--- config.mk ---
export PLATFORM = sky130hd
export DESIGN_NAME = seg7_scan_mux
export DESIGN_NICKNAME = d
export VERILOG_FILES = /design/src/rtl/seg7_pkg.sv /design/src/rtl/seg7_slot_timer.sv /design/src/rtl/seg7_scan_mux.sv
export SDC_FILE = /design/constraint.sdc
export NUM_CORES = 1
export LEC_CHECK = 0
export ABC_AREA = 1
export BUFFER_PORTS_ARGS = -buffer_cell sky130_fd_sc_hd__buf_2
export CAP_MARGIN = 40
export CORE_MARGIN = 5
export CORE_UTILIZATION = 23
export DETAILED_ROUTE_END_ITERATION = 8
export GPL_ROUTABILITY_DRIVEN = 0
export GPL_TIMING_DRIVEN = 0
export PLACE_DENSITY = 0.48
export REMOVE_ABC_BUFFERS = 1
export SYNTH_ARGS = -nofsm -noshare
export SYNTH_HDL_FRONTEND = slang
export SYNTH_SLANG_ARGS = --single-unit
--- constraint.sdc ---
create_clock -name clk -period 3.35 [get_ports clk]
set_input_delay 0.335 -clock clk [delete_from_list [all_inputs] [get_ports clk]]
set_output_delay 0.335 -clock clk [all_outputs]
set_load 0.02 [all_outputs]
--- src/rtl/seg7_pkg.sv ---
// Shared definitions for the 7-segment display path: active-low digit
// patterns (dp in bit 7, segments g..a in bits 6..0) and the scan state type.
package seg7_pkg;

    localparam logic [7:0] SEG_BLANK   = 8'hFF;

    localparam logic [7:0] SEG_DIGIT_0 = 8'hC0;
    localparam logic [7:0] SEG_DIGIT_1 = 8'hF9;
    localparam logic [7:0] SEG_DIGIT_2 = 8'hA4;
    localparam logic [7:0] SEG_DIGIT_3 = 8'hB0;
    localparam logic [7:0] SEG_DIGIT_4 = 8'h99;
    localparam logic [7:0] SEG_DIGIT_5 = 8'h92;
    localparam logic [7:0] SEG_DIGIT_6 = 8'h82;
    localparam logic [7:0] SEG_DIGIT_7 = 8'hF8;
    localparam logic [7:0] SEG_DIGIT_8 = 8'h80;
    localparam logic [7:0] SEG_DIGIT_9 = 8'h90;

    typedef enum logic [1:0] {
        ST_IDLE  = 2'd0,
        ST_BLANK = 2'd1,
        ST_SHOW  = 2'd2
    } scan_state_t;

    // Map a BCD value to its pattern; anything above 9 renders dark.
    function automatic logic [7:0] seg_digit(input logic [3:0] value);
        logic [7:0] pattern;
        case (value)
            4'd0:    pattern = SEG_DIGIT_0;
            4'd1:    pattern = SEG_DIGIT_1;
            4'd2:    pattern = SEG_DIGIT_2;
            4'd3:    pattern = SEG_DIGIT_3;
            4'd4:    pattern = SEG_DIGIT_4;
            4'd5:    pattern = SEG_DIGIT_5;
            4'd6:    pattern = SEG_DIGIT_6;
            4'd7:    pattern = SEG_DIGIT_7;
            4'd8:    pattern = SEG_DIGIT_8;
            4'd9:    pattern = SEG_DIGIT_9;
            default: pattern = SEG_BLANK;
        endcase
        return pattern;
    endfunction

endpackage

--- src/rtl/seg7_slot_timer.sv ---
// Slot prescaler and digit counter for the scan multiplexer.
// cnt runs 0..SCAN_DIV-1 within a slot; digit index steps at each slot end
// and wraps after the last digit. o_in_blank looks ahead: it describes the
// cycle that follows the next clock edge, so the owner can register outputs
// that line up with the counter values.
module seg7_slot_timer #(
    parameter int NUM_DIGITS   = 4,
    parameter int SCAN_DIV     = 50000,
    parameter int BLANK_CYCLES = 500
) (
    input  logic                          clk,
    input  logic                          rst,
    input  logic                          i_advance,
    input  logic                          i_clear,
    output logic                          o_in_blank,
    output logic                          o_slot_end,
    output logic                          o_frame_wrap,
    output logic [$clog2(NUM_DIGITS)-1:0] o_digit_idx
);

    localparam int CNT_W = $clog2(SCAN_DIV);
    localparam int IDX_W = $clog2(NUM_DIGITS);

    logic [CNT_W-1:0] r_cnt;
    logic [CNT_W-1:0] w_cnt_next;
    logic [IDX_W-1:0] r_idx;
    logic [IDX_W-1:0] w_idx_next;

    assign o_slot_end   = (r_cnt == CNT_W'(SCAN_DIV - 1));
    assign o_frame_wrap = o_slot_end && (r_idx == IDX_W'(NUM_DIGITS - 1));
    assign o_in_blank   = (w_cnt_next < CNT_W'(BLANK_CYCLES));
    assign o_digit_idx  = r_idx;

    // Next count: clear wins, otherwise step the prescaler and roll the digit at slot end.
    always_comb begin
        w_cnt_next = r_cnt;
        w_idx_next = r_idx;
        if (i_clear) begin
            w_cnt_next = '0;
            w_idx_next = '0;
        end else if (i_advance) begin
            if (o_slot_end) begin
                w_cnt_next = '0;
                w_idx_next = o_frame_wrap ? '0 : r_idx + IDX_W'(1);
            end else begin
                w_cnt_next = r_cnt + CNT_W'(1);
            end
        end
    end

    // Counter registers with synchronous active-low reset.
    always_ff @(posedge clk) begin
        if (!rst) begin
            r_cnt <= '0;
            r_idx <= '0;
        end else begin
            r_cnt <= w_cnt_next;
            r_idx <= w_idx_next;
        end
    end

endmodule

--- src/rtl/seg7_scan_mux.sv ---
// Time-multiplexed 7-segment driver. Scans NUM_DIGITS active-low patterns
// onto one segment bus with a blanking gap at the start of each digit slot.
// New patterns are staged on upd and promoted to the displayed (shadow) set
// only at a frame boundary, so a frame never shows a mix of old and new data.
module seg7_scan_mux
    import seg7_pkg::*;
#(
    parameter int NUM_DIGITS   = 4,
    parameter int SCAN_DIV     = 50000,
    parameter int BLANK_CYCLES = 500
) (
    input  logic                          clk,
    input  logic                          rst,
    input  logic                          enable,
    input  logic                          upd,
    input  logic [8*NUM_DIGITS-1:0]       seg_in,
    output logic [7:0]                    seg_out,
    output logic [NUM_DIGITS-1:0]         an,
    output logic [$clog2(NUM_DIGITS)-1:0] digit_idx,
    output logic                          frame_tick
);

    localparam int IDX_W = $clog2(NUM_DIGITS);

    scan_state_t            r_state;
    scan_state_t            w_state_next;
    logic                   w_advance;
    logic                   w_clear;
    logic                   w_in_blank;
    logic                   w_slot_end;
    logic                   w_frame_wrap;
    logic                   w_boundary;
    logic [IDX_W-1:0]       w_idx;
    logic [NUM_DIGITS-1:0]  w_an_onehot;

    logic [7:0]             w_seg_in  [NUM_DIGITS];
    logic [7:0]             r_staging [NUM_DIGITS];
    logic [7:0]             r_shadow  [NUM_DIGITS];
    logic                   r_pending;

    logic [7:0]             r_seg_out;
    logic [NUM_DIGITS-1:0]  r_an;
    logic                   r_frame_tick;

    for (genvar gi = 0; gi < NUM_DIGITS; gi++) begin : g_unpack
        assign w_seg_in[gi] = seg_in[8*gi +: 8];
    end

    // The counters only move while scanning; dropping enable parks them at zero.
    assign w_advance = enable && (r_state != ST_IDLE);
    assign w_clear   = !enable;

    seg7_slot_timer #(
        .NUM_DIGITS   (NUM_DIGITS),
        .SCAN_DIV     (SCAN_DIV),
        .BLANK_CYCLES (BLANK_CYCLES)
    ) u_timer (
        .clk          (clk),
        .rst          (rst),
        .i_advance    (w_advance),
        .i_clear      (w_clear),
        .o_in_blank   (w_in_blank),
        .o_slot_end   (w_slot_end),
        .o_frame_wrap (w_frame_wrap),
        .o_digit_idx  (w_idx)
    );

    // Next-state logic; w_boundary marks the edge that enters cycle 0 of a frame.
    always_comb begin
        w_state_next = r_state;
        w_boundary   = 1'b0;
        case (r_state)
            ST_IDLE: begin
                if (enable) begin
                    w_state_next = ST_BLANK;
                    w_boundary   = 1'b1;
                end
            end
            ST_BLANK: begin
                if (!enable) begin
                    w_state_next = ST_IDLE;
                end else if (!w_in_blank) begin
                    w_state_next = ST_SHOW;
                end
            end
            ST_SHOW: begin
                if (!enable) begin
                    w_state_next = ST_IDLE;
                end else if (w_slot_end) begin
                    w_state_next = ST_BLANK;
                    w_boundary   = w_frame_wrap;
                end
            end
            default: begin
                w_state_next = ST_IDLE;
            end
        endcase
    end

    // State register.
    always_ff @(posedge clk) begin
        if (!rst) begin
            r_state <= ST_IDLE;
        end else begin
            r_state <= w_state_next;
        end
    end

    // Staging/shadow buffers: upd at the boundary edge bypasses staging so it is not lost.
    always_ff @(posedge clk) begin
        if (!rst) begin
            r_pending <= 1'b0;
            for (int i = 0; i < NUM_DIGITS; i++) begin
                r_staging[i] <= SEG_BLANK;
                r_shadow[i]  <= SEG_BLANK;
            end
        end else begin
            if (upd) begin
                for (int i = 0; i < NUM_DIGITS; i++) begin
                    r_staging[i] <= w_seg_in[i];
                end
            end
            if (w_boundary) begin
                r_pending <= 1'b0;
                for (int i = 0; i < NUM_DIGITS; i++) begin
                    if (upd) begin
                        r_shadow[i] <= w_seg_in[i];
                    end else if (r_pending) begin
                        r_shadow[i] <= r_staging[i];
                    end
                end
            end else if (upd) begin
                r_pending <= 1'b1;
            end
        end
    end

    assign w_an_onehot = NUM_DIGITS'(1) << w_idx;

    // Output registers follow the state being entered. The digit index and shadow
    // never change on an edge that enters SHOW, so their current values are used.
    always_ff @(posedge clk) begin
        if (!rst) begin
            r_seg_out    <= SEG_BLANK;
            r_an         <= '1;
            r_frame_tick <= 1'b0;
        end else begin
            r_frame_tick <= w_boundary;
            if (w_state_next == ST_SHOW) begin
                r_an      <= ~w_an_onehot;
                r_seg_out <= r_shadow[w_idx];
            end else begin
                r_an      <= '1;
                r_seg_out <= SEG_BLANK;
            end
        end
    end

    assign seg_out    = r_seg_out;
    assign an         = r_an;
    assign frame_tick = r_frame_tick;
    assign digit_idx  = w_idx;

endmodule

# ---- Word-level counts from Yosys, hierarchy flattened
# Memory sizes are Yosys's and may differ from the RTL's. A register that Yosys moved wholly into a read port is not among the register bits.
# Index checks and enable logic that the tools add are counted.
dict set report totals {
  romBits 0
  register_bits 26
  wordCells 78
  output_inout_bits 15
  in_bits 36
  mem_count 2
  ramBits 64
  latchBits 0
}
# name words word_bits read_ports rd_ports_with_merged_regs write_ports line_no
set mem_list {}
lappend mem_list {r_shadow 4 8 1 1 4 seg7_scan_mux.sv:38} ;# logic [7:0] r_shadow [NUM_DIGITS];
lappend mem_list {r_staging 4 8 4 0 4 seg7_scan_mux.sv:37} ;# logic [7:0] r_staging [NUM_DIGITS];
dict set report classes {
  div_mod_pow 0
  n_reduce_logical 9
  n_bitwise 14
  n_shift 1
  n_eq_ne 5
  mux 38
  addsub 2
  n_mul 0
  magnitude_cmp 1
}
# cell count
set op_table {}
lappend op_table {{$mux W8} 12}
lappend op_table {{$mux W16} 3}
lappend op_table {{$add A16 B1 Y16 const B} 1}
lappend op_table {{$eq A16 B16 Y1 const B} 1}
lappend op_table {{$lt A16 B9 Y1 const B} 1}
lappend op_table {{$mux W1} 15}
lappend op_table {{$mux W2} 6}
lappend op_table {{$or A1 B1 Y1} 12}
lappend op_table {{$eq A2 B2 Y1 const B} 3}
lappend op_table {{$pmux W2 S3} 1}
lappend op_table {{$reduce_and A2 Y1} 3}
lappend op_table {{$not A4 Y4} 1}
lappend op_table {{$shl A1 B2 Y4 const A} 1}
lappend op_table {{$add A2 B1 Y2 const B} 1}
lappend op_table {{$eq A2 B1 Y1 const B} 1}
lappend op_table {{$logic_and A1 B1 Y1} 2}
lappend op_table {{$logic_not A2 Y1} 1}
lappend op_table {{$pmux W1 S2} 1}
lappend op_table {{$reduce_bool A2 Y1} 1}
lappend op_table {{$reduce_or A2 Y1} 1}
lappend op_table {{$logic_not A1 Y1} 1}
lappend op_table {{$not A1 Y1} 1}

# ---- Logic depth before layout (Yosys ltp)
# Gate-level depths: netlist of run 1.
dict set report logic_depth {
  depth_word 11
  ltp_mapped 15
  mapped_depth_nobuf 14
}

# ---- Modules after synthesis
# From an unflattened synthesis of run 1, not the netlist that was laid out.
dict set report hier_totals {
  cells_unflattened 600
  area_unflattened_um2 4938.5
}
# mod cells_each area_per_inst_um2 seq_area_each_um2 n_inst
set modules_own_cells {}
lappend modules_own_cells {seg7_scan_mux 426 3776.1 2242.2 1}
lappend modules_own_cells {seg7_slot_timer 174 1162.4 360.3 1}

# ---- Worst setup path after synthesis of run 1
# No wires, ideal clock.
dict set report synth_path {
  path_type {register to register}
  startpoint {register u_timer.r_cnt[0]}
  endpoint {memory r_shadow[0][0], enable pin}
  arrival_ns 3.248
  path_stages_with_launch 10
  period_less_slack_ns 3.686
  setup_ns 0.438
  required_ns 2.912
  n_path_buf 2
  path_slack_ns -0.336
  cell_sequence {dfxtp_1 > ha_1 > nand3_2 > nor4_1 > nand2_1 > nand2_1 > nand3_1 > buf_2 > buf_2 > o21ai_0}
}
# element line_no
set synth_rtl {}
lappend synth_rtl {{from (decl)} seg7_slot_timer.sv:24} ;# logic [CNT_W-1:0] r_cnt;
lappend synth_rtl {{from (signal assigned)} seg7_slot_timer.sv:57} ;# r_cnt <= w_cnt_next;
lappend synth_rtl {{to (decl)} seg7_scan_mux.sv:38}

==> results of run 1 <==
area by class of cell:
cell class              instances  area [µm²]  share of cell area
inverters                      66         248              0.0458
repair buffers                 54         313              0.0578
well taps                     265         332              0.0613
flip-flops and latches         98        2600               0.481
multi-input cells             288        1590               0.294
clock inverters                 5        86.3              0.0160
clock buffers                  11         243              0.0448
worst paths after layout:
kind	slack, ns	start	endpoint
worst max-delay path	0.44	u_timer.r_cnt[0]$_SDFFE_PN0N_	r_shadow[3][4]$_DFFE_PP_
worst min-delay path	0.26	seg_in[0]	r_staging[0][0]$_SDFFCE_PN1P_
worst max register to register	0.44	u_timer.r_cnt[0]$_SDFFE_PN0N_	r_shadow[3][4]$_DFFE_PP_
worst min register to register	0.49	u_timer.r_cnt[0]$_SDFFE_PN0N_	u_timer.r_cnt[0]$_SDFFE_PN0N_
logic make-up (layout without fill, tap and decap cells):
family | after synthesis | after routing
buf+inv | 82 | 136
fa+ha+maj | 5 | 5
flops | 98 | 98
xor+xnor | 3 | 3
simple gates | 216 | 216
compound gates | 64 | 64
per-stage QoR:
stage | TNS (ns) | cells
final | 0 | 787
after global routing | 0 | 787
after CTS | 0 | 787
after detailed placement | 0 | 771
after global placement | -73.87 | 767
after floorplan | -16.63 | 452
cells in the mapped netlist (5+ instances only):
| library cell | number | share of area |
|---|---|---|
| nand3_2 | 14 | 0.031 |
| nor2_1 | 43 | 0.036 |
| buf_2 | 6 | 0.0067 |
| nand3_1 | 20 | 0.022 |
| ha_1 | 5 | 0.014 |
| nor2_2 | 10 | 0.014 |
| nand2_1 | 85 | 0.071 |
| o22ai_1 | 24 | 0.033 |
| a21oi_1 | 22 | 0.024 |
| nand2_2 | 5 | 0.0069 |
| or2_2 | 25 | 0.035 |
| clkbuf_1 | 9 | 0.0075 |
| dfxtp_1 | 34 | 0.15 |
| a32o_1 | 8 | 0.018 |
| edfxtp_1 | 64 | 0.43 |
| inv_1 | 60 | 0.050 |
sequential cells by signal (all words and copies together), names as in the netlist:
register,count
r_shadow,32
r_staging,32
u_timer.r_cnt,16
seg_out,8
an,4
r_state,2
u_timer.o_digit_idx,2
frame_tick,1
r_pending,1
metal layers:
metal / up-vias / part of all wire
met5: - / 0
met1: 1463 / 0.48
met3: 17 / 0.039
li1: 1662 / -
met4: 0 / 0.019
met2: 53 / 0.46
layout by cell type, fill, tap and decap left out, types with 19 or more instances in the layout:
cell type and count:
buf_2 51, or2_2 25, dfxtp_1 34, nand2_1 84, edfxtp_1 64, o22ai_1 24, nor2_1 43, nand3_1 19
a21oi_1 22, inv_1 60
power groups by stage:
stage          sequential [µW]  combinational (µW)  clock, µW
5_1_grt                   1350                 154       1220
6_report                  1350                 137       1150
2_1_floorplan             1380                75.2          0
3_5_place_dp              1380                 140          0
4_1_cts                   1350                 140       1170
3_3_place_gp              1380                 127          0
==> run summary, run 1 <==
WP data arrival: 2.99 ns
Place WS: 0.00429 ns
1st-pass router iterations: 4
Worst path max stage delay: 0.36 ns
Routing usage on met3: 0.0260
Via/cell ratio: 4.06
Synth cell types: 33
IO Pins: 51
Xor and xnor fraction of the mapped netlist area: 0.00583
Simple-gate share of the synthesized area: 0.241
Worst Skew: 0.00897 ns
Final-report setup violation count: 0
RSZ-0062 raised after global routing: no
Rel. slew slack: 0.457
Number of diodes: 0
Worst Tran Pin Value: 0.815 ns
Port Buf Inserts: 50
Startpoint Class: flip-flop
Synth Area in Compound Gates: 0.0895
Mapped Cells: 468
Global route total overflow: 0
CTS Buffer Depth: 2
Async S/R FF share, synth: 0
Layout cell share with drive strength beyond 1: 0.257
CP max-delay cell: dfxtp_1
Crit path capture type: flip-flop
Die area: 22,500 µm²
Crit. path cell count: 12
Internal power: 2070 µW
Initial DRC count: 161
DPL Wire Length: 7460 µm
WHS: 0.261 ns
Core ar.: 19,400 µm²
Clock power frac: 0.435
Sequential power share: 0.513
Cell depth of the worst hold path: 2
Total Routing Usage GR: 0.0955
Avg Cell Area, Syn: 9.62 µm²
Sequential share of the synthesized area: 0.578
Ys flop type: edfxtp_1
Initial antenna violation count: 0
Sink Count: 98
R2R depth: 12
Synth Cell Area: 4500 µm²
Proportion of synthesized area in mux cells: 0
M2 GR Usage: 0.153
CP Cell Sequence: ha_1 > nand3_2 > nor4_1 > nand2_1 > nand2_1 > nand3_2 > buf_8 > nor2_2 > nand2_2 > buf_16 > nor2_1 > a21oi_1
Fin crit share: 0.867
Final min period: 2.91 ns
Highest clock rate: 344 MHz
Largest net degree at the start of global routing: 33
Area grow syn2layout: 20.2%
Total CTS buffers: 9
Yosys warns: 0
Sw frac: 0.215
Post-route cell area: 5410 µm²
Cell Rows: 51
Final-report hold violation count: 0
Delay-heaviest family, CP: simple AND/OR/NAND/NOR gates
Wirelength, routed: 10,300 µm
Max Cap Viol: 0
Vias in the first global route: 3,231
# DRC: 0
Critical path buffers and inverters: 2
CTS root buf: clkbuf_16
Top Usage Layer GRT: met2
Crit path kind: flip-flop to flip-flop
Largest family of logic cells by synthesized area: simple AND/OR/NAND/NOR gates
Post-CTS Repair Setup Buffers: 0
Post-route ant nets: 0
First-pass GRT wire length: 16,700 µm
Die width: 150 µm
Worst hold path class: primary input to flip-flop
Vert. Die Dim: 150 µm
CTS clk-pin slew, worst paths: 0.07 ns
Post-layout total power: 2630 µW
Comb pwr share: 0.052
CP required: 3.44 ns
Adder-cell share of the synthesized area: 0.0139
EDFF count, synth: 64
Final WS setup: 0.445 ns
Power density over the cells: 487 nW/µm²
Hold_buf cts: 0
Met1 GRT Util: 0.123
CTS H-tree depth: 3
Fillers: 2,067
Count of pins over their slew limit: 0
Initial Utilization: 0.232
Status: finished, final reports clean
Fin util: 0.279
Clock latency on the worst-skew pair: 0.35 ns
CTS tree: built
Leak: 0.00196 µW
Worst VDD drop: 0.292 mV
NetSw: 567 µW
Cell area after placement: 5080 µm²
Total vias in the final route: 3,195
Number of cells upsized or downsized after cts: 1
Wire per inst: 13.1 µm
Final #Nets: 558
Post-synthesis register bit count: 98
Max FO, Critical Path: 20
Note: power is estimated with default switching activity, not from simulation.
==> inputs of run 2 (changes only) <==
--- a/config.mk
+++ b/config.mk
@@ -6,7 +6,7 @@
 export NUM_CORES = 1
 export LEC_CHECK = 0
 export ABC_AREA = 1
-export BUFFER_PORTS_ARGS = -buffer_cell sky130_fd_sc_hd__buf_2
+export BUFFER_PORTS_ARGS = -buffer_cell sky130_fd_sc_hd__clkbuf_2
 export CAP_MARGIN = 40
 export CORE_MARGIN = 5
 export CORE_UTILIZATION = 23
==> run 2 against run 1 <==
Worst hold slack improved by 0.0025 ns. Total power rose by 2.0%. Global-route usage barely moved. Largest cell class unchanged. Clock power rose by 4%. Via count rose by 1.1%. Largest power group unchanged. Die area did not move. First-iteration DRC count fell by 3.7%. Clock skew rose by 0.00077 ns.
==> run summary, run 2 (same netlist as run 1, synthesis figures left out) <==
DPL Wire Length: 7440 µm (-0.35%)
CP max-delay cell: dfxtp_1
Worst hold path class: primary input to flip-flop
Worst path max stage delay: 0.36 ns (about the same)
Final WS setup: 0.466 ns (+0.0211 ns)
Die width: 150 µm (unchanged)
Cell Rows: 51 (unchanged)
Final min period: 2.88 ns (-0.0211 ns)
Most common cell after layout, fill and taps aside: nand2_1
Rel. slew slack: 0.459 (+0.00232)
Clock latency on the worst-skew pair: 0.35 ns (about the same)
Post-layout total power: 2690 µW (+2.0%)
Largest net degree at the start of global routing: 33 (unchanged)
WL met3: 528 µm (+33%)
Sink Count: 98 (unchanged)
Final #Nets: 558 (unchanged)
Worst Tran Pin Value: 0.810 ns (-0.00460 ns)
CP required: 3.43 ns (about the same)
Post-route cell area: 5430 µm² (+0.35%)
CTS tree: built
Hold_buf cts: 0 (unchanged)
IO Pins: 51 (unchanged)
Die area: 22,500 µm² (unchanged)
Fin crit share: 0.861 (-0.00631)
Final std cells w/o fill: 787 (unchanged)
Global route total overflow: 0 (unchanged)
Max Cap Viol: 0 (unchanged)
Initial Utilization: 0.232 (unchanged)
Number of diodes: 0 (unchanged)
Count of pins over their slew limit: 0 (unchanged)
Total Routing Usage GR: 0.0960 (+0.000471)
Final-report hold violation count: 0 (unchanged)
Placed cell count: 771 (unchanged)
Commonest non-fill, non-tap cells in the layout: 84 x nand2_1, 64 x edfxtp_1, 60 x inv_1, 50 x clkbuf_2, 43 x nor2_1
Highest clock rate: 347 MHz (+0.73%)
Top sig layer: met4
CP Cell Sequence: ha_1 > nand3_2 > nor4_1 > nand2_1 > nand2_1 > nand3_2 > buf_8 > nor2_2 > nand2_2 > buf_16 > nor2_1 > a21oi_1
Power density over the cells: 494 nW/µm² (+1.6%)
Wirelength, routed: 10,200 µm (-0.92%)
Area grow syn2layout: 20.6%
Layout cell share with drive strength beyond 1: 0.257 (unchanged)
Wl on met1: 4800 µm (-2.8%)
Leak: 0.00199 µW (+1.6%)
Regs by FF count: r_shadow: 32 flops, r_staging: 32 flops, u_timer.r_cnt: 16 flops
Initial antenna violation count: 0 (unchanged)
# DRC: 0 (unchanged)
Worst Skew: 0.00974 ns (+0.000771 ns)
Total CTS buffers: 9 (unchanged)
Status: finished, final reports clean
Core ar.: 19,400 µm² (unchanged)
WP data arrival: 2.96 ns (-0.03 ns)
CTS H-tree depth: 3 (unchanged)
Post-route ant nets: 0 (unchanged)
CTS Buffer Depth: 2 (unchanged)
Delay-heaviest family, CP: simple AND/OR/NAND/NOR gates
Crit path kind: flip-flop to flip-flop
Vias in the first global route: 3,254 (+0.71%)
Vert. Die Dim: 150 µm (unchanged)
Wire per inst: 13.0 µm (-0.92%)
Initial DRC count: 155 (-3.7%)
CTS clk-pin slew, worst paths: 0.07 ns (about the same)
Crit path capture type: flip-flop
Total vias in the final route: 3,230 (+1.1%)
Place WS: 0.00600 ns (+0.00172 ns)
Cell area after placement: 5080 µm² (unchanged)
CTS root buf: clkbuf_16
Max FO, Critical Path: 20 (unchanged)
RSZ-0062 raised after global routing: no
Final-report setup violation count: 0 (unchanged)
1st-pass router iterations: 5 (+1)
Port Buf Inserts: 50 (unchanged)
Startpoint Class: flip-flop
Metal2 WL: 4770 µm (+0.29%)
Via/cell ratio: 4.10 (+1.1%)
Critical path buffers and inverters: 2 (unchanged)
Worst VDD drop: 0.307 mV (+4.9%)
First-pass GRT wire length: 16,800 µm (+0.33%)
[run 2: cell count changes in the layout (fill, tap and decap cells not counted)]
| cell | before | now |
|---|---|---|
| clkinv_4 | 2 | 0 |
| inv_6 | 1 | 2 |
| buf_2 | 51 | 1 |
| clkbuf_8 | 1 | 0 |
| bufinv_16 | 2 | 3 |
| clkbuf_1 | 1 | 0 |
| clkinv_1 | 2 | 3 |
| clkbuf_2 | 0 | 50 |
| inv_8 | 0 | 1 |
[run 2: what timing repair did]
action | in CTS | in global routing
hold endpoints to repair | 0 | 0
cloned | 0 | 0
setup buffers | 0 | 0
setup endpoints to repair | 1 | 3
resized for setup | 1 | 1
[run 2: cell type report]
type	count	area (µm²)
Inverter	66	248
Tap cell	265	332
Fill cell	2096	14000
Clock buffer	9	225
Multi-Input combinational cell	288	1590
Sequential cell	98	2600
Clock inverter	7	123
Timing Repair Buffer	54	313
[run 2: power breakdown]
group | total, µW | internal, µW | switching [µW]
sequential | 1350 | 1340 | 12.9
clock | 1200 | 738 | 459
combinational | 137 | 48.8 | 88.7
[run 2: path summary, 6_finish.rpt]
| path | slack (ns) | end | startpoint | depth (start not counted) |
|---|---|---|---|---|
| max | 0.47 | r_shadow[3][4]$_DFFE_PP_ | u_timer.r_cnt[0]$_SDFFE_PN0N_ | 12 |
| min | 0.26 | r_staging[1][6]$_SDFFCE_PN1P_ | seg_in[14] | 2 |
| max reg2reg | 0.47 | r_shadow[3][4]$_DFFE_PP_ | u_timer.r_cnt[0]$_SDFFE_PN0N_ | 12 |
| min reg2reg | 0.51 | u_timer.r_cnt[0]$_SDFFE_PN0N_ | u_timer.r_cnt[0]$_SDFFE_PN0N_ | 2 |
[run 2: worst register-to-register path, cell delays in order, from the launching register on]
cell	delay [ns]
dfxtp_1	0.36
ha_1	0.20
nand3_2	0.17
nor4_1	0.32
nand2_1	0.13
nand2_1	0.12
nand3_2	0.27
buf_8	0.27
nor2_2	0.13
nand2_2	0.23
buf_16	0.24
nor2_1	0.09
a21oi_1	0.07
[run 2: layer usage]
layer | GRT usage | up-vias
li1 | - | 1660
met1 | 0.127 | 1484
met2 | 0.153 | 75
met3 | 0.0321 | 11
met4 | 0.0220 | 0
met5 | 0 | -
[run 2: per-stage QoR]
stage | setup TNS (ns) | utilization | hold WS (ns)
after CTS | 0 | 0.280 | 0.253
final | 0 | 0.280 | 0.263
after global routing | 0 | 0.280 | 0.250
after detailed placement | 0 | 0.262 | 0.501
after global placement | -74.07 | 0.258 | 0.473
after floorplan | -16.63 | - | 0.409
==> inputs of run 3 (changes only) <==
--- a/config.mk
+++ b/config.mk
@@ -13,7 +13,7 @@
 export DETAILED_ROUTE_END_ITERATION = 8
 export GPL_ROUTABILITY_DRIVEN = 0
 export GPL_TIMING_DRIVEN = 0
-export PLACE_DENSITY = 0.48
+export PLACE_DENSITY = 0.46
 export REMOVE_ABC_BUFFERS = 1
 export SYNTH_ARGS = -nofsm -noshare
 export SYNTH_HDL_FRONTEND = slang
==> constraint.sdc (replaced) <==
create_clock -name clk -period 3.45 [get_ports clk]
set_input_delay 0.345 -clock clk [delete_from_list [all_inputs] [get_ports clk]]
set_output_delay 0.345 -clock clk [all_outputs]
set_load 0.02 [all_outputs]
==> run 3 against run 2 <==
Critical path type unchanged. Clock-buffer cell count did not move. Highest routed layer unchanged. Sequential cell count did not move. Worst hold slack improved by 0.0050 ns.
==> run summary, run 3 (same netlist as run 1, synthesis figures left out) <==
RSZ-0062 raised after global routing: no
Post-route ant nets: 0 (unchanged)
CTS H-tree depth: 3 (unchanged)
Max FO, Critical Path: 21 (+5.0%)
# DRC: 0 (unchanged)
CP required: 3.56 ns (+0.13 ns)
Post-CTS Repair Setup Buffers: 0 (unchanged)
Regs by FF count: r_shadow: 32 flops, r_staging: 32 flops, u_timer.r_cnt: 16 flops
Cell depth of the worst hold path: 2 (unchanged)
Via/cell ratio: 4.11 (+0.15%)
DPL Wire Length: 7460 µm (+0.31%)
Max Cap Viol: 0 (unchanged)
1st-pass router iterations: 4 (-1)
Initial DRC count: 159 (+2.6%)
Worst Tran Pin Value: 0.789 ns (-0.0212 ns)
Total vias in the final route: 3,235 (+0.15%)
Rel. slew slack: 0.474 (+0.0148)
Cell Rows: 51 (unchanged)
IO Pins: 51 (unchanged)
Core ar.: 19,400 µm² (unchanged)
Cell area after placement: 5080 µm² (unchanged)
Worst VDD drop: 0.256 mV (-17%)
Commonest non-fill, non-tap cells in the layout: 85 x nand2_1, 64 x edfxtp_1, 60 x inv_1, 50 x clkbuf_2, 43 x nor2_1
Count of pins over their slew limit: 0 (unchanged)
Worst hold path class: primary input to flip-flop
Total CTS buffers: 9 (unchanged)
WP data arrival: 3.16 ns (+0.20 ns)
Clock latency on the worst-skew pair: 0.36 ns (about the same)
Initial Utilization: 0.232 (unchanged)
Post-layout total power: 2470 µW (-8.0%)
CTS Buffer Depth: 2 (unchanged)
Startpoint Class: flip-flop
Wirelength, routed: 10,300 µm (+0.60%)
Area grow syn2layout: 19.6%
Sink Count: 98 (unchanged)
Final min period: 3.05 ns (+0.168 ns)
Highest clock rate: 328 MHz (-5.5%)
Final-report hold violation count: 0 (unchanged)
Number of diodes: 0 (unchanged)
Worst Skew: 0.00817 ns (-0.00157 ns)
Most common cell after layout, fill and taps aside: nand2_1
Fin crit share: 0.885 (+0.0238)
WHS: 0.268 ns (+0.00499 ns)
Crit path capture type: flip-flop
Placed cell count: 771 (unchanged)
Layout cell share with drive strength beyond 1: 0.257 (unchanged)
R2R depth: 12 (unchanged)
Die width: 150 µm (unchanged)
Global route total overflow: 0 (unchanged)
Final #Nets: 558 (unchanged)
Fillers: 2,129 (+1.6%)
Wire per inst: 13.0 µm (+0.60%)
Area of the multi-input gates: 1590 µm² (-0.16%)
Die area: 22,500 µm² (unchanged)
CTS clk-pin slew, worst paths: 0.07 ns (about the same)
Vert. Die Dim: 150 µm (unchanged)
CTS tree: built
Hold_buf cts: 0 (unchanged)
Final WS setup: 0.398 ns (-0.0682 ns)
Post-route cell area: 5380 µm² (-0.88%)
Status: finished, final reports clean
Vias in the first global route: 3,224 (-0.92%)
First-pass GRT wire length: 16,500 µm (-1.7%)
Initial antenna violation count: 0 (unchanged)
Final-report setup violation count: 0 (unchanged)
Place WS: 0.123 ns (+0.117 ns)
Port Buf Inserts: 50 (unchanged)
Final std cells w/o fill: 787 (unchanged)
Total Routing Usage GR: 0.0955 (-0.000492)
Power density over the cells: 459 nW/µm² (-7.1%)
Largest net degree at the start of global routing: 33 (unchanged)
CTS root buf: clkbuf_16
Leak: 0.00197 µW (-1.2%)
FF/Latch Area: 2600 µm² (unchanged)
Crit path kind: flip-flop to flip-flop
-- run 3: final cells by class --
cell class | instances | area share
flip-flops and latches | 98 | 0.483
multi-input cells | 288 | 0.295
well taps | 265 | 0.0616
repair buffers | 54 | 0.0581
inverters | 66 | 0.0460
clock buffers | 9 | 0.0418
clock inverters | 7 | 0.0144
-- run 3: critical path, cell delays in order (launching register included) --
cell     delay, ns
dfxtp_1       0.36
ha_1          0.20
nand3_2       0.17
nor4_1        0.33
nand2_1       0.15
nand2_1       0.12
nand3_2       0.27
buf_8         0.27
nor2_2        0.11
nand2_1       0.34
buf_16        0.29
o22ai_1       0.12
inv_1         0.06
-- run 3: path summary, 6_finish.rpt --
kind | start | endpoint | slack [ns]
setup / recovery | u_timer.r_cnt[1]$_SDFFE_PN0N_ | r_shadow[1][5]$_SDFFCE_PN1P_ | 0.40
hold / removal | seg_in[23] | r_staging[2][7]$_SDFFCE_PN1P_ | 0.27
setup reg to reg | u_timer.r_cnt[1]$_SDFFE_PN0N_ | r_shadow[1][5]$_SDFFCE_PN1P_ | 0.40
hold reg to reg | u_timer.r_cnt[0]$_SDFFE_PN0N_ | u_timer.r_cnt[0]$_SDFFE_PN0N_ | 0.49
-- run 3: what timing repair did --
item                                    in CTS  in global routing
resized for setup                            0                  1
endpoints found under the setup margin       0                 25
hold endpoints to repair                     0                  0
-- run 3: routing by layer --
metal	up-vias	part of all wire	track usage
li1	1665	-	-
met1	1494	0.48	0.122
met2	63	0.46	0.153
met3	13	0.041	0.0282
met4	0	0.017	0.0357
met5	-	0	0
-- run 3: where the power goes --
group | switching (µW) | internal [µW]
Sequential | 12.6 | 1300
Clock | 461 | 567
Combinational | 85.1 | 47.3
-- run 3: stage by stage --
step | utilization | TNS [ns]
finish | 0.278 | 0
global route | 0.278 | 0
CTS | 0.277 | 0
detailed placement | 0.262 | 0
global placement | 0.258 | -67.52
floorplan | - | -14.23
